### src/rtl/tmp_decim.sv
// Temperature-sensor decimator: counts sink/source packets per frame and hands out (sink, total) over valid/ready.
// Optional comparator cross-check is compiled in with TMP_DECIM_CMPCHK_EN.
module tmp_decim #(
    parameter int unsigned CNT_W     = 12,
    parameter int unsigned FRAME_LEN = 1024
) (
    input  logic             clk,
    input  logic             reset,
    input  logic             PI2,
    input  logic             PA,
    input  logic             snk,
    input  logic             src_n,
    input  logic             cmp,
    input  logic             ready,
    output logic             valid,
    output logic [CNT_W-1:0] data,
    output logic [CNT_W-1:0] total,
    output logic             overrun,
    output logic             busy,
    output logic [7:0]       err
);

    localparam int unsigned TOT_W = CNT_W + 1;
    localparam int unsigned ERR_W = 8;
    localparam logic [CNT_W-1:0] CNT_MAX   = '1;
    localparam logic [TOT_W-1:0] FRAME_LIM = TOT_W'(FRAME_LEN);

    typedef enum logic [1:0] {
        S_IDLE  = 2'd0,
        S_ACCUM = 2'd1,
        S_LATCH = 2'd2,
        S_WAIT  = 2'd3
    } state_t;

    state_t r_state;
    state_t w_state_nxt;

    logic r_snk_d;
    logic r_src_n_d;
    logic r_pi2_d;
    logic r_pa_d;

    logic [CNT_W-1:0] r_snk_cnt;
    logic [CNT_W-1:0] r_src_cnt;
    logic [CNT_W-1:0] r_tot_cnt;

    logic             r_valid;
    logic [CNT_W-1:0] r_data;
    logic [CNT_W-1:0] r_total;
    logic             r_overrun;
    logic             r_busy;
    logic [ERR_W-1:0] r_err;

    logic             w_pi2_rise;
    logic             w_pa_rise;
    logic             w_count_en;
    logic             w_snk_inc;
    logic             w_src_inc;
    logic [CNT_W-1:0] w_snk_nxt;
    logic [CNT_W-1:0] w_src_nxt;
    logic [TOT_W-1:0] w_tot_sum;
    logic [CNT_W-1:0] w_tot_nxt;
    logic             w_frame_full;
    logic             w_handshake;
    logic             w_slot_free;
    logic [ERR_W-1:0] w_err_frame;

    assign w_pi2_rise = PI2 & ~r_pi2_d;
    assign w_pa_rise  = PA & ~r_pa_d;
    assign w_count_en = (r_state == S_ACCUM) & PI2;
    assign w_snk_inc  = w_count_en & (snk ^ r_snk_d);
    assign w_src_inc  = w_count_en & (src_n ^ r_src_n_d);

    // Saturating packet counters and total for this cycle
    assign w_snk_nxt = (w_snk_inc && (r_snk_cnt != CNT_MAX)) ? r_snk_cnt + CNT_W'(1) : r_snk_cnt;
    assign w_src_nxt = (w_src_inc && (r_src_cnt != CNT_MAX)) ? r_src_cnt + CNT_W'(1) : r_src_cnt;
    assign w_tot_sum = TOT_W'(w_snk_nxt) + TOT_W'(w_src_nxt);
    assign w_tot_nxt = (w_tot_sum > TOT_W'(CNT_MAX)) ? CNT_MAX : w_tot_sum[CNT_W-1:0];

    assign w_frame_full = (r_state == S_ACCUM) && (w_tot_sum >= FRAME_LIM);
    assign w_handshake  = r_valid & ready;
    assign w_slot_free  = ~r_valid | ready;

    // Edge-detect history, updated in every state
    always_ff @(posedge clk or negedge reset) begin
        if (!reset) begin
            r_snk_d   <= 1'b0;
            r_src_n_d <= 1'b0;
            r_pi2_d   <= 1'b0;
            r_pa_d    <= 1'b0;
        end else begin
            r_snk_d   <= snk;
            r_src_n_d <= src_n;
            r_pi2_d   <= PI2;
            r_pa_d    <= PA;
        end
    end

    always_ff @(posedge clk or negedge reset) begin
        if (!reset) begin
            r_state <= S_IDLE;
        end else begin
            r_state <= w_state_nxt;
        end
    end

    always_comb begin
        w_state_nxt = r_state;
        case (r_state)
            S_IDLE: begin
                if (w_pi2_rise) begin
                    w_state_nxt = S_ACCUM;
                end
            end
            S_ACCUM: begin
                if (w_pa_rise || w_frame_full) begin
                    w_state_nxt = S_LATCH;
                end
            end
            S_LATCH: begin
                w_state_nxt = S_WAIT;
            end
            S_WAIT: begin
                if (!PA) begin
                    w_state_nxt = S_IDLE;
                end
            end
            default: begin
                w_state_nxt = S_IDLE;
            end
        endcase
    end

    // Frame counters: cleared in IDLE, frozen outside ACCUM
    always_ff @(posedge clk or negedge reset) begin
        if (!reset) begin
            r_snk_cnt <= '0;
            r_src_cnt <= '0;
            r_tot_cnt <= '0;
        end else if (r_state == S_IDLE) begin
            r_snk_cnt <= '0;
            r_src_cnt <= '0;
            r_tot_cnt <= '0;
        end else if (r_state == S_ACCUM) begin
            r_snk_cnt <= w_snk_nxt;
            r_src_cnt <= w_src_nxt;
            r_tot_cnt <= w_tot_nxt;
        end
    end

`ifdef TMP_DECIM_CMPCHK_EN
    logic             r_cmp_m;
    logic             r_cmp_s;
    logic [ERR_W-1:0] r_err_cnt;
    logic [1:0]       w_err_add;
    logic [ERR_W:0]   w_err_sum;

    // Sink packets expect cmp low, source packets expect cmp high
    assign w_err_add = {1'b0, w_snk_inc & r_cmp_s} + {1'b0, w_src_inc & ~r_cmp_s};
    assign w_err_sum = {1'b0, r_err_cnt} + (ERR_W + 1)'(w_err_add);

    always_ff @(posedge clk or negedge reset) begin
        if (!reset) begin
            r_cmp_m   <= 1'b0;
            r_cmp_s   <= 1'b0;
            r_err_cnt <= '0;
        end else begin
            r_cmp_m <= cmp;
            r_cmp_s <= r_cmp_m;
            if (r_state == S_IDLE) begin
                r_err_cnt <= '0;
            end else if (r_state == S_ACCUM) begin
                r_err_cnt <= w_err_sum[ERR_W] ? '1 : w_err_sum[ERR_W-1:0];
            end
        end
    end

    assign w_err_frame = r_err_cnt;
`else
    logic w_unused_cmp;

    assign w_unused_cmp = cmp;
    assign w_err_frame  = '0;
`endif

    // Output slot: a LATCH load in the handshake cycle wins over the clear
    always_ff @(posedge clk or negedge reset) begin
        if (!reset) begin
            r_valid   <= 1'b0;
            r_data    <= '0;
            r_total   <= '0;
            r_overrun <= 1'b0;
            r_err     <= '0;
        end else begin
            if (w_handshake) begin
                r_valid   <= 1'b0;
                r_overrun <= 1'b0;
            end
            if (r_state == S_LATCH) begin
                if (w_slot_free) begin
                    r_valid <= 1'b1;
                    r_data  <= r_snk_cnt;
                    r_total <= r_tot_cnt;
                    r_err   <= w_err_frame;
                end else begin
                    r_overrun <= 1'b1;
                end
            end
        end
    end

    always_ff @(posedge clk or negedge reset) begin
        if (!reset) begin
            r_busy <= 1'b0;
        end else begin
            r_busy <= (w_state_nxt == S_ACCUM) || (w_state_nxt == S_LATCH);
        end
    end

    assign valid   = r_valid;
    assign data    = r_data;
    assign total   = r_total;
    assign overrun = r_overrun;
    assign busy    = r_busy;
    assign err     = r_err;

endmodule

### config.mk
export PLATFORM = sky130hd
export DESIGN_NAME = tmp_decim
export DESIGN_NICKNAME = d
export VERILOG_FILES = /design/src/rtl/tmp_decim.sv
export SDC_FILE = /design/constraint.sdc
export NUM_CORES = 1
export LEC_CHECK = 0
export ABC_AREA = 1
export CAP_MARGIN = 20
export CORE_ASPECT_RATIO = 1.5
export CORE_MARGIN = 5
export CORE_UTILIZATION = 30
export CTS_BUF_LIST = sky130_fd_sc_hd__clkbuf_4
export CTS_CLUSTER_DIAMETER = 200
export DETAILED_ROUTE_END_ITERATION = 8
export PLACE_DENSITY = 0.59
export REMOVE_ABC_BUFFERS = 1
export SKIP_LAST_GASP = 1
export SLEW_MARGIN = 20
export SYNTH_ARGS = -nofsm -noshare
export SYNTH_HDL_FRONTEND = slang
export SYNTH_SLANG_ARGS = --single-unit
### constraint.sdc
create_clock -name clk -period 3.43 [get_ports clk]
set_clock_uncertainty 0.05 [all_clocks]
set_input_delay 0.343 -clock clk [delete_from_list [all_inputs] [get_ports clk]]
set_output_delay 0.343 -clock clk [all_outputs]
set_load 0.005 [all_outputs]
Word level (Yosys, flattened, before mapping) --
Index checks and enable logic that the tools add are counted.
Cells by class: mux-type cells 19, bitwise operators 12, equal/unequal tests 7, $add $sub $neg 3, magnitude comparators 2, reduce and logical (&&, ||, !) cells 8
Operators with widths (count):
- two-way mux 12 bit | 9
- adder 12 x 1 -> 12 bit, second input constant | 2
- != test 12 bit, second input constant | 2
- adder 12 x 12 -> 13 bit | 1
- >= comparator 13 x 11 -> 1 bit, second input constant | 1
- > comparator 13 x 12 -> 1 bit, second input constant | 1
- one-hot mux 2 bit (4 select lines) | 1
- bitwise AND 1 bit | 6
- equality test 2 bit, second input constant | 3
- two-way mux 1 bit | 6
- two-way mux 2 bit | 3
- equality test 2 x 1 -> 1 bit, second input constant | 2
- logical AND 1 bit | 3
- inverter 1 bit | 3
- logical NOT 2 bit | 1
- logical OR 1 bit | 2
- AND reduction 2 bit | 1
- nonzero test 2 bit | 1
- XOR 1 bit | 2
- OR 1 bit | 1
Word-level totals: register bits 69, output and inout port bits 35, logic and storage cells 64, input port bits 8

Logic depth before layout (Yosys ltp) --
Gate-level depths: netlist of the first run.
word-level depth 13, mapped depth 26, mapped depth without buffers 26

Worst setup path before layout of the first run --
Ideal clock, no wire load.
kind flip-flop to flip-flop, start point reg r_state[1], end point reg r_busy (netlist: busy), buffers on the path 0, path slack 0.542 ns, data required time 3.266 ns, stages on the path, launching flop included 23, arrival time 2.724 ns, cells stage by stage dfrtp_1 inv_2 nand2_4 nor4_4 nand2_4 inv_4 nand2_4 nor2_4 nand2_1 xor2_1 inv_1 ha_1 nand2_1 nor2_1 nand3_1 nand3_1 nand2_1 nand3_1 nand2_1 o21ai_0 nand3_1 nand2_1 inv_1
On the way: longest elaborated chain between the ends 13
Ends and longest elaborated chain:
- from (decl) | RTL line 35 | state_t r_state;
- from (signal assigned) | RTL line 103 | r_state <= w_state_nxt;
- equality test 2 x 1 -> 1 bit | RTL line 70, 80, 109
- bitwise AND 1 bit | RTL line 70 | assign w_count_en = (r_state == S_ACCUM) & PI2;
- bitwise AND 1 bit, on equally long branches | RTL line 71, 72
- logical AND 1 bit, on equally long branches | RTL line 75, 76
- two-way mux 12 bit, on equally long branches | RTL line 75, 76
- adder 12 x 12 -> 13 bit | RTL line 77 | assign w_tot_sum = TOT_W'(w_snk_nxt) + TOT_W'(w_src_nxt);
- >= comparator 13 x 11 -> 1 bit | RTL line 80 | assign w_frame_full = (r_state == S_ACCUM) && (w_tot_sum >= FRAME_LIM);
- logical AND 1 bit | RTL line 80
- logical OR 1 bit | RTL line 116 | if (w_pa_rise || w_frame_full) begin
- two-way mux 2 bit | RTL line 116
- one-hot mux 2 bit (4 select lines) * | RTL line 109 | case (r_state)
- equality test 2 x 1 -> 1 bit or equality test 2 bit (tied branches) | RTL line 216 | r_busy <= (w_state_nxt == S_ACCUM) || (w_state_nxt == S_LATCH);
- logical OR 1 bit * | RTL line 216
- to (signal assigned) | RTL line 216
- to (decl) | RTL line 51 | logic r_busy;
Every way passes the cells marked *; elsewhere a longest branch is shown, timed or not. A chain may end at the register's enable or synchronous reset.

Worst setup path after layout of the first run --
start point reg r_state[1], end point reg r_tot_cnt[8]
On the way: longest elaborated chain between the ends 10
Ends and longest elaborated chain:
- equality test 2 x 1 -> 1 bit | RTL line 70, 144
- bitwise AND 1 bit | RTL line 70
- bitwise AND 1 bit, on equally long branches | RTL line 71, 72
- logical AND 1 bit, on equally long branches | RTL line 75, 76
- two-way mux 12 bit, on equally long branches | RTL line 75, 76
- adder 12 x 12 -> 13 bit | RTL line 77
- > comparator 13 x 12 -> 1 bit | RTL line 78 | assign w_tot_nxt = (w_tot_sum > TOT_W'(CNT_MAX)) ? CNT_MAX : w_tot_sum[CNT_W-1:0];
- two-way mux 12 bit | RTL line 78
- two-way mux 12 bit | RTL line 144 | end else if (r_state == S_ACCUM) begin
- two-way mux 12 bit | RTL line 140 | end else if (r_state == S_IDLE) begin
- to (signal assigned) | RTL line 147 | r_tot_cnt <= w_tot_nxt;
- to (decl) | RTL line 45 | logic [CNT_W-1:0] r_tot_cnt;
Several ways; a longest one is shown, not always the timed one. The select of a mux whose other input is x is not followed.

==> run_results.csv, run 1 <==
group,metric,value,unit
grt,grt_pass1_wl,14900,um
power,clkPwrFrac,20.7,%
layout,fin_cells,737,
grt,grt-ovfl-total,0,
clock_tree,cts_tree,"done",
synthesis,synthSimpleGateAreaFrac,23.1,%
clock_tree,clk_path_buf_depth,2,
layout,drive_above_1_share,19.7,%
worst_hold_path,hp-class,"primary input to flip-flop",
critical_path,slowest_stage,"dfrtp_1",
sta,setup_viol,0,
grt,grt_usage,12.4,%
clock_tree,clock_latency,0.45,ns
floorplanning,fp.dieW,102,um
grt,grt_max_degree,44,
floorplanning,core,12500,sq um
synthesis,synth_seq_cells,69,
critical_path,start_kind,"flip-flop",
job,maxCapViolations,0,
layout,nNetsFinal,598,
placed_design,port_buffers,33,
power,power_leakage,2.51,nW
synthesis,yosysTopAreaCell,"dfrtp_1",
detailed_routing,drt-total-wl,8560,um
detailed_routing,vias,3209,
placed_design,hpwl,6700,um
detailed_routing,viasPerCell,4.35,
critical_path,cp_cell_sequence,"inv_2 > nand2_4 > buf_4 > nor4_4 > nand2_2 > buf_4 > nor2_1 > xor2_1 > inv_1 > ha_1 > nand2_1 > inv_1 > a21oi_1 > buf_4 > o21ai_0 > nand2_1 > nand2_1 > a21oi_1 > o21ai_0 > o211ai_1",
synthesis,seq_area_frac_synth,45.2,%
floorplanning,start_util,30.5,%
synthesis,synthTopCellsByCount,"nand2_1 (114), inv_1 (80), dfrtp_1 (69)",
sta,worst_pin_slew,1.07,ns
layout,syn2layout_area_growth,30.2,%
synthesis,synth.area.top_cells,"dfrtp_1 (45%), nand2_1 (11%), inv_1 (7.9%)",
synthesis,avgSynthCellArea,8.01,sq um
placed_design,placed_cell_area,4730,sq um
grt,first_global_vias,3242,
power,comb_power_share,39.2,%
power,cellPowerDensity,523,nW/um^2
clock_tree,htreeDepth,3,
synthesis,mappedNetlistArea,3820,sq um
synthesis,yosys_most_used_dff,"dfrtp_1",
clock_tree,cts.sinks,69,
critical_path,worst_ep_required_time,3.70,ns
synthesis,synth_top_area_share,45.2,%
sta,fmax,318,MHz
placed_design,place_congestion,0.836,
power,switchingPower,0.967,mW
critical_path,critPathMaxFanout,5,
clock_tree,root_buffer,"clkbuf_4",
synthesis,synth_adder_area_share,5.11,%
detailed_routing,drtIter0Drc,99,
floorplanning,die_y,148,um
layout,nFillCells,1320,
detailed_routing,drtAntennaViolNets,0,
sta,period_needed,3.15,ns
placed_design,place_inst,716,
synthesis,yosysMostFrequentCell,"nand2_1",
run_status,status,"complete, no violations",
power,vdd_ir_drop_max,0.229,mV
synthesis,synth_edf_count,0,
sta,hold_violations,0,
power,p_int,1.63,mW
critical_path,critical_path.max_stage_delay,0.41,ns
synthesis,synth_cell_type_count,34,
synthesis,ys_warn_count,0,
critical_path,cp.arrival,3.41,ns
synthesis,muxShareOfSynthArea,1.18,%
floorplanning,rows,50,
synthesis,synth_xor_area_share,5.27,%
synthesis,synthArstFlopShare,100,%
layout,utilization,39.8,%
detailed_routing,first_pass_iters,4,
floorplanning,ioPinCount,43,
detailed_routing,detail_route.wl_per_cell,11.6,um
synthesis,synth_compound_area_share,9.23,%
grt,antenna_found_initial,1,
synthesis,syn-instance-count,477,
critical_path,crit_family,"simple AND/OR/NAND/NOR gates",
sta,slew_headroom,28.8,%
critical_path,worst-path-buf-inv,6,
power,seq_power_share,40.0,%
critical_path,path_class,"flip-flop to flip-flop",
floorplanning,dieArea,15100,sq um
clock_tree,clkTransAtPathRegs,0.12,ns
detailed_routing,route.detailed.drc,0,
power,p_sw_share,37.2,%
sta,drv_slew,0,
sta,finalCritPeriodShare,91.7,%
clock_tree,cts_buffers,9,
critical_path,cp-end-kind,"flip-flop",
synthesis,synth_top_family_by_area,"simple AND/OR/NAND/NOR gates",
layout,finalInstanceArea,4970,sq um
[layout by cell type, fill, tap and decap left out, drive strengths merged, types with 12 or more instances in the layout]
cell           Yosys  layout
a21oi             12      12
buf                9      64
clkdlybuf4s50      0      32
dfrtp             69      69
ha                14      14
inv               84      86
nand2            119     119
nand3             18      18
nor2              53      53
o21ai             33      33
xor2              19      19
[timing repair]
item,4_1_cts,5_1_grt
gates resized for setup,0,18
buffers inserted,0,3
hold buffers,1,0
hold endpoints to repair,32,0
endpoints found under the setup margin,0,14
[per-stage QoR]
step                total power, mW  setup slack [ns]  TNS, ns  hold slack [ns]
detailed placement             2.07            -0.262    -1.04            0.423
global placement               2.04            -0.250   -0.911            0.415
finish                         2.60             0.284        0            0.315
floorplan                      1.59             0.121        0         -0.00259
CTS                            2.62            0.0348        0            0.290
global route                   2.83           -0.0357  -0.0357            0.294
[final cells by class]
cell class                 instances  area (sq um)  share of cell area [%]
antenna                            1          2.50                  0.0503
sequential                        69          1730                    34.7
tap                              156           195                    3.92
clock inverter                     7          73.8                    1.48
multi-input combinational        314          1780                    35.8
clock buffer                       9          67.6                    1.36
timing repair buffer              97           808                    16.2
inverter                          84           320                    6.44
[power by group through the flow]
stage	clock, mW	sequential (mW)	combinational [mW]
finish	0.539	1.04	1.02
global placement	0	1.05	0.986
CTS	0.564	1.05	1.01
global route	0.600	1.06	1.16
detailed placement	0	1.06	1.00
floorplan	0	1.06	0.522
[metal layers]
| layer | GRT usage [%] | up-vias | wire length, um |
|---|---|---|---|
| li1 | - | 1668 | - |
| met3 | 2.53 | 12 | 233 |
| met4 | 4.92 | 0 | 160 |
| met5 | 0 | - | 0 |
| met1 | 13.4 | 1491 | 3370 |
| met2 | 23.0 | 38 | 4790 |
[sequential cells by signal, summed over array words and instances, names as in the netlist]
register and flops:
total 12, r_src_n_d 1, r_snk_d 1, data 12
r_state 2, r_tot_cnt 12, busy 1, valid 1
r_snk_cnt 12, r_src_cnt 12, overrun 1, r_pa_d 1
r_pi2_d 1
[kinds of logic (layout without fill, tap and decap cells)]
logic type | count (synthesis) | count (layout)
adder cells (fa/ha/maj) | 15 | 15
buffers and inverters | 101 | 197
XOR/XNOR | 23 | 23
AND/OR/NAND/NOR | 202 | 202
other | 1 | 9
flip-flops | 69 | 69
AO/OA/AOI/OAI | 62 | 62
multiplexers | 4 | 4
[worst register-to-register path, delay by kind of cell (launching register included)]
kind / cells / cell delay (ns)
buffers and inverters: 6 / 0.68
XOR/XNOR: 1 / 0.22
AND/OR/NAND/NOR: 7 / 0.76
flip-flops: 1 / 0.41
adder cells (fa/ha/maj): 1 / 0.34
AO/OA/AOI/OAI: 5 / 0.57
[final timing paths]
| kind | startpoint | cells after the start | to | slack, ns |
|---|---|---|---|---|
| worst max-delay path | r_state[1]$_DFF_PN0_ | 20 | r_tot_cnt[8]$_DFFE_PN0P_ | 0.28 |
| worst min-delay path | PI2 | 1 | r_pi2_d$_DFF_PN0_ | 0.31 |
| worst max register to register | r_state[1]$_DFF_PN0_ | 20 | r_tot_cnt[8]$_DFFE_PN0P_ | 0.28 |
| worst min register to register | total[0]$_DFFE_PN0P_ | 2 | total[0]$_DFFE_PN0P_ | 0.44 |
| max in group asynchronous | reset | 3 | r_state[1]$_DFF_PN0_ | 2.04 |
| min in group asynchronous | reset | 2 | data[8]$_DFFE_PN0P_ | 0.50 |
(Power assumes the default switching activity.)
==> run 2: changes to the inputs <==
--- a/config.mk
+++ b/config.mk
@@ -15,6 +15,7 @@
 export DETAILED_ROUTE_END_ITERATION = 8
 export PLACE_DENSITY = 0.59
 export REMOVE_ABC_BUFFERS = 1
+export SKIP_CTS_REPAIR_TIMING = 1
 export SKIP_LAST_GASP = 1
 export SLEW_MARGIN = 20
 export SYNTH_ARGS = -nofsm -noshare
==> run 2 against run 1 <==
  * The run now ends with negative hold slack left
  * Utilization down 0.080 points
  * Global-route usage about the same
  * Largest power group unchanged
  * Non-clock buffer count down 1
==> run_results.csv, run 2 (synthesis results as in run 1) <==
group,metric,value,unit
sta,hold_violations,40,
layout,final_common_cell,"nand2_1",
grt,first_global_vias,3237,
power,cellPowerDensity,524,nW/um^2
critical_path,cp_cell_sequence,"inv_2 > nand2_4 > buf_4 > nor4_4 > nand2_2 > buf_4 > nor2_1 > xor2_1 > inv_1 > ha_1 > nand2_1 > inv_1 > a21oi_1 > buf_4 > o21ai_0 > nand2_1 > nand2_1 > a21oi_1 > o21ai_0 > o211ai_1",
detailed_routing,drtIter0Drc,96,
grt,antenna_found_initial,1,
floorplanning,die_y,148,um
detailed_routing,route.detailed.drc,0,
grt,grt-ovfl-total,0,
clock_tree,cts.sinks,69,
floorplanning,fp.dieW,102,um
floorplanning,rows,50,
sta,slew_headroom,30.0,%
placed_design,place_congestion,0.836,
grt,grt_usage,12.4,%
placed_design,port_buffers,33,
grt,grt_max_degree,44,
clock_tree,clkTransAtPathRegs,0.13,ns
clock_tree,cts_buffers,9,
clock_tree,clk_path_buf_depth,2,
detailed_routing,viasPerCell,4.34,
sta,finalCritPeriodShare,91.6,%
critical_path,critical_path.max_stage_delay,0.41,ns
power,vdd_ir_drop_max,0.229,mV
clock_tree,root_buffer,"clkbuf_4",
clock_tree,cts_tree,"done",
critical_path,r2r_slack,0.29,ns
detailed_routing,first_pass_iters,4,
placed_design,hpwl,6700,um
run_status,violations,"negative hold slack",
floorplanning,ioPinCount,43,
floorplanning,start_util,30.5,%
detailed_routing,drt-total-wl,8530,um
layout,final_cell_mix,"nand2_1 (112), inv_1 (80), dfrtp_1 (69), buf_4 (63), nor2_1 (43)",
worst_hold_path,hp-class,"primary input to asynchronous set/reset pin",
critical_path,cp-end-kind,"flip-flop",
critical_path,start_kind,"flip-flop",
layout,drive_above_1_share,19.7,%
layout,nNetsFinal,597,
sta,drv_slew,0,
power,power_leakage,2.51,nW
sta,setup_viol,0,
critical_path,r2r-start,"r_state[1]$_DFF_PN0_",
sta,period_needed,3.14,ns
sta,worst_pin_slew,1.05,ns
critical_path,worst_ep_required_time,3.70,ns
run_status,status,"complete, but fails checks",
sta,setup_tns,0,ns
job,maxCapViolations,0,
sta,hold_ws,-0.0388,ns
critical_path,critPathMaxFanout,5,
clock_tree,htreeDepth,3,
sta,fmax,318,MHz
detailed_routing,vias,3196,
floorplanning,dieArea,15100,sq um
detailed_routing,drtAntennaViolNets,0,
detailed_routing,detail_route.wl_per_cell,11.6,um
layout,syn2layout_area_growth,29.9,%
critical_path,cp.arrival,3.41,ns
clock_tree,clock_latency,0.44,ns
grt,grt_pass1_wl,14900,um
critical_path,path_class,"flip-flop to flip-flop",
critical_path,crit_path_start,"r_state[1]$_DFF_PN0_",
floorplanning,core,12500,sq um
critical_path,slowest_stage,"dfrtp_1",
==> run 2: changes by cell type in the layout (fill, tap and decap cells not counted), sizes merged <==
cell | before | now
dlygate4sd3 | 1 | 0
==> run 2: power by group <==
group | switching, mW | internal, mW
combinational | 0.565 | 0.454
sequential | 0.0860 | 0.955
clock | 0.316 | 0.224
total | 0.967 | 1.63
==> run 2: layer usage <==
metal	vias to the layer above	GRT usage [%]	part of all wire, %
met1	1483	13.3	39
met2	36	23.0	56
met4	0	4.92	1.9
met3	12	2.53	3.0
met5	-	0	0
li1	1665	-	-
==> run 2: worst max-delay path, delay by kind of cell, from the launching register on <==
kind / cells / cell delay [ns]
flops: 1 / 0.41
buf+inv: 6 / 0.67
xor+xnor: 1 / 0.22
simple gates: 7 / 0.76
fa+ha+maj: 1 / 0.34
compound gates: 5 / 0.57
==> run 2: worst paths after layout <==
kind / endpoint / cells past startpoint
setup / recovery: r_tot_cnt[8]$_DFFE_PN0P_ / 20
max in group asynchronous: r_state[1]$_DFF_PN0_ / 2
min in group clk: r_pi2_d$_DFF_PN0_ / 1
hold reg to reg: total[0]$_DFFE_PN0P_ / 2
hold / removal: data[8]$_DFFE_PN0P_ / 1
setup reg to reg: r_tot_cnt[8]$_DFFE_PN0P_ / 20
==> run 2: area by class of cell <==
type / count / area (sq um)
diodes: 1 / 2.50
clock buffers: 9 / 67.6
clock inverters: 7 / 73.8
fillers: 1321 / 7550
inverters: 84 / 320
multi-input cells: 314 / 1780
flip-flops and latches: 69 / 1730
well taps: 156 / 195
repair buffers: 96 / 798
==> run 2: metrics by stage <==
stage	utilization, %	power [mW]	instance area, sq um	setup slack [ns]	instances
after detailed placement	37.8	2.07	4730	-0.262	716
after CTS	38.9	2.62	4870	0.0348	732
after global placement	37.8	2.04	4730	-0.250	716
final	39.7	2.60	4960	0.287	736
after floorplan	-	1.59	3750	0.121	467
after global routing	39.7	2.83	4960	-0.0357	736
==> patch 1, RTL diff (flow settings as in run 2) <==
The option `TMP_DECIM_CMPCHK_EN` is turned on by a define.
--- a/src/rtl/tmp_decim.sv
+++ b/src/rtl/tmp_decim.sv
@@ -2,2 +2,4 @@
 // Optional comparator cross-check is compiled in with TMP_DECIM_CMPCHK_EN.
+`define TMP_DECIM_CMPCHK_EN
+
 module tmp_decim #(
Function: changed (Yosys sat finds a counterexample within 4 cycles, from zero or initial values and one cycle with reset low).
==> patch 1 against run 2 <==
Total power up 18%. Clock power up 4%. Critical path depth fell by 1. Synthesized area up 23%. Final area up 13%. Sequential cell count is 18 higher. Worst setup slack got worse by 0.094 ns. Final cell count grew 14%. Wire length rose by 39%. Critical path type unchanged. Critical endpoint is now r_tot_cnt[9]. Largest cell class is now sequential cells. Highest routed layer unchanged.
==> patch 1: results (changes against run 2) <==
- Pleak: 2.73 nW (+8.6%)
- R2r startpoint: r_snk_cnt[5]
- DRT iter0 DRCs: 209 (+120%)
- Cell-internal power: 1.82 mW (+11%)
- Leading post-synthesis cells by cell area: dfrtp_1 (46%), nand2_1 (11%), inv_1 (6.9%), o21ai_0 (5.1%), ha_1 (4.0%)
- Final Wtd Congestion: 0.870 (+4.1%)
- Register-to-Register Setup Slack: 0.19 ns (-0.09 ns)
- Measured slew at the worst slew-check pin: 0.710 ns (-0.339 ns)
- Status: complete, no violations
- Design Area, Final: 0.00562 mm2 (+13%)
- Sequential share of the synthesized area: 46.1% (+0.95 points)
- Worst R2R Path Depth: 19 (-5.0%)
- Vias per cell: 4.71 (+8.4%)
- Vias in the first global route: 4067 (+26%)
- CP arrival: 3.53 ns (+0.12 ns)
- Mux cell area share after synthesis: 0.716% (-0.46 points)
- Maximum VDD drop: 235 uV (+2.6%)
- Delay of the slowest critical-path stage: 0.43 ns (+0.02 ns)
- Reg-to-reg endpoint: r_tot_cnt[9]
- Worst min-delay path class: input port to flop
- Clock latency at the later pin of the worst-skew pair: 0.46 ns (+0.02 ns)
- Final wirelength: 11900 um (+39%)
- Dpl hpwl: 9240 um (+38%)
- IO buf count: 42 (+27%)
- Fill cells: 1640 (+24%)
- # nets final: 657 (+10%)
- Ratio of cells with drive above 1 in the final layout: 12.1% (-7.6 points)
- Synth cell types: 42 (+24%)
- GRT Total Usage: 13.5% (+1.1 points)
- First-pass GRT wire length: 19900 um (+34%)
- Adder-Cell Fraction of Synth Area: 4.83% (-0.28 points)
- Area post-placement: 0.00543 mm2 (+15%)
==> patch 1: logic make-up after synthesis <==
kind of cell,Yosys count
simple gates,250
fa+ha+maj,17
flops,87
buf+inv,106
mux,3
compound gates,91
xor+xnor,21
==> patch 1: worst min-delay path by stage <==
stage	start	endpoint	slack, ns	cells after the start
after floorplan	reset	busy	-0.003	0
after global placement	r_cmp_m	r_cmp_s	0.28	0
after detailed placement	r_cmp_m	r_cmp_s	0.30	0
after CTS	reset	data[5]	-0.04	1
after global routing	cmp	r_cmp_m	0.23	1
final	cmp	r_cmp_m	0.27	1
==> patch 1: layout make-up <==
cell class	count	area share, %
Inverter	92	6.23
Tap cell	203	4.52
Sequential cell	87	38.8
Clock inverter	7	1.09
Clock buffer	9	1.20
Multi-Input combinational cell	382	38.2
Timing Repair Buffer	60	9.95
Antenna cell	1	0.0445
==> patch 1: per-layer routing <==
layer,share of wire [%],up-vias,GRT usage [%],wire (um)
li1,-,1956,-,-
met1,38,1878,14.6,4570
met2,54,97,25.1,6470
met3,3.8,27,2.22,446
met4,3.4,0,6.51,400
met5,0,-,0,0
==> patch 1: power groups by stage <==
stage	combinational [mW]	clock, mW	sequential, mW
after global placement	1.15	0	1.34
after floorplan	0.645	0	1.32
after CTS	1.17	0.593	1.32
after detailed placement	1.16	0	1.34
after global routing	1.33	0.630	1.34
final	1.18	0.560	1.32
==> patch 1: metrics by stage <==
step	setup WS (ns)	setup TNS [ns]	cells	utilization, %	power [mW]
5_1_grt	-0.00703	-0.0124	841	36.1	3.30
3_5_place_dp	-0.0155	-0.0357	821	34.9	2.50
6_report	0.193	0	841	36.1	3.06
2_1_floorplan	0.526	0	561	-	1.97
4_1_cts	0.0627	0	837	35.7	3.08
3_3_place_gp	0.0173	0	821	34.9	2.48
==> patch 2, RTL diff (config.mk and constraints of run 2) <==
Made on the original files. Re-encode `state_t` (4 states) as one-hot, 4 bits wide.
--- a/src/rtl/tmp_decim.sv
+++ b/src/rtl/tmp_decim.sv
@@ -27,7 +27,7 @@
 
-    typedef enum logic [1:0] {
-        S_IDLE  = 2'd0,
-        S_ACCUM = 2'd1,
-        S_LATCH = 2'd2,
-        S_WAIT  = 2'd3
+    typedef enum logic [3:0] {
+        S_IDLE  = 4'b0001,
+        S_ACCUM = 4'b0010,
+        S_LATCH = 4'b0100,
+        S_WAIT  = 4'b1000
     } state_t;
Behaviour: no difference found for any inputs over 10 cycles, from zero or initial values and one cycle with reset low; not proved beyond that.
==> patch 2 against run 2 <==
Synthesized area grew 4.7%. Wire length is 6.7% higher. Final cell count grew 4.5%. Critical path depth is 1 higher. Highest routed layer unchanged. Sequential cell count up 2. Final area rose by 1.4%. Worst setup slack worse by 0.047 ns.
Power is not compared: it rests on default switching activity, and its combinational part moved more than twofold at a synthesized area within 25%.
==> patch 2: results (changes against run 2) <==
- Status: complete, no violations
- IO buf count: 33 (unchanged)
- H-tree lvl count: 3 (unchanged)
- Fill cells: 1346 (+1.9%)
- Initial antenna violation count: 1 (unchanged)
- Asr flop ratio synth: 100% (unchanged)
- Synth cell count leaders: nand2_1 (107), inv_1 (92), dfrtp_1 (70), nor2_1 (60), o21ai_0 (40)
- Sequential share of the synthesized area: 44.4% (-0.74 points)
- Detailed Routing Iterations Pass 1: 6 (+2)
- Synth cell types: 35 (+2.9%)
- CP arrival: 3.50 ns (+0.09 ns)
- # nets final: 627 (+5.0%)
- Total CTS buffers: 9 (unchanged)
- Worst min-delay path class: input port to asynchronous set/reset pin
- First-pass GRT wire length: 15100 um (+1.4%)
- Vias: 3403 (+6.5%)
- Top FF cell, synth: dfrtp_1
- Leading post-synthesis cells by cell area: dfrtp_1 (44%), nand2_1 (10%), inv_1 (8.6%), nor2_1 (5.6%), o21ai_0 (5.0%)
- Clock latency at the later pin of the worst-skew pair: 0.43 ns
- Synth warn: 0 (unchanged)
- GRT Total Usage: 11.9% (-0.48 points)
- Vias in the first global route: 3330 (+2.9%)
- DP Worst Slack: -0.187 ns (+0.0753 ns)
- Wire length per cell: 11.8 um (+2.1%)
- DRT iter0 DRCs: 107 (+11%)
- Cell-internal power: 1.18 mW
- Rel. slew slack: 39.1% (+9.1 points)
- Final Wtd Congestion: 0.884 (+5.7%)
- Largest net degree at the start of global routing: 72 (+64%)
- Critical Path Fanout Max: 7 (+2)
- Post-Syn Instances: 512 (+7.3%)
- Dpl hpwl: 7030 um (+4.9%)
- Ratio of cells with drive above 1 in the final layout: 17.1% (-2.6 points)
- Non-filler cells, final: 769 (+4.5%)
- Root buffer cell: clkbuf_4
- Clock buffer depth: 2 (unchanged)
- Maximum VDD drop: 162 uV
- Dpl cells: 751 (+4.9%)
- Max Slew Vio Count: 0 (unchanged)
==> patch 2: power by group through the flow <==
stage	Combinational [mW]	Clock, mW	Sequential [mW]
finish	0.418	0.453	0.909
global route	0.472	0.512	0.914
CTS	0.417	0.480	0.909
detailed placement	0.415	0	0.925
global placement	0.408	0	0.923
floorplan	0.225	0	0.921
==> patch 2: layer usage <==
layer	vias up	wire length (um)	global-route usage, %
met5	-	0	0
met4	0	291	6.55
met3	14	279	2.94
met2	42	4970	21.9
met1	1584	3560	12.3
li1	1763	-	-
==> patch 2: cells by family after synthesis <==
logic type,count (synthesis),synth area share [%]
buffers and inverters,113,11.8
AOI/OAI and AO/OA,67,9.04
other,1,0.0937
muxes,3,0.844
DFF,71,44.4
adders and majority gates,15,4.88
xor gates and xnor gates,24,5.25
and+or+nand+nor,218,23.6
==> patch 2: area by class of cell <==
class                      count  area share [%]
inverter                      96            7.16
antenna                        1          0.0497
tap                          159            3.95
clock buffer                  10            1.49
multi-input combinational    335            36.2
sequential                    71            35.3
clock inverter                 6           0.746
timing repair buffer          91            15.1
==> patch 2: critical path, cell delays in order (launching register included) <==
cell and delay (ns):
dfrtp_1 0.42, nand2_1 0.13, nor2_4 0.16, and3_1 0.18, nand2_1 0.05, nand2_1 0.09, buf_4 0.15, buf_4 0.14
inv_2 0.06, buf_4 0.13, o21ai_1 0.18, inv_1 0.07, ha_1 0.36, nand2_1 0.11, nand2_1 0.05, nand2_1 0.05
nand2_1 0.07, a21oi_1 0.21, o21ai_0 0.18, nand2_1 0.09, nand2_1 0.04, o21ai_0 0.14
==> patch 2: worst paths after layout <==
kind | slack [ns] | cells after the start | to | startpoint
max | 0.24 | 21 | r_tot_cnt[9] | r_snk_cnt[5]
min | 0.06 | 2 | data[0] | reset
max reg2reg | 0.24 | 21 | r_tot_cnt[9] | r_snk_cnt[5]
min reg2reg | 0.44 | 2 | total[11] | total[11]
max in group asynchronous | 2.67 | 2 | r_state[1] | reset
min in group clk | 0.32 | 1 | r_pi2_d | PI2
==> patch 2: metrics by stage <==
| stage | setup TNS (ns) | cell area [um2] | hold slack, ns |
|---|---|---|---|
| 2_1_floorplan | 0 | 3910 | -0.00259 |
| 3_3_place_gp | -1.26 | 4870 | 0.414 |
| 3_5_place_dp | -1.59 | 4870 | 0.422 |
| 4_1_cts | 0 | 4980 | 0.0636 |
| 5_1_grt | -0.0226 | 5030 | 0.125 |
| 6_report | 0 | 5030 | 0.0602 |
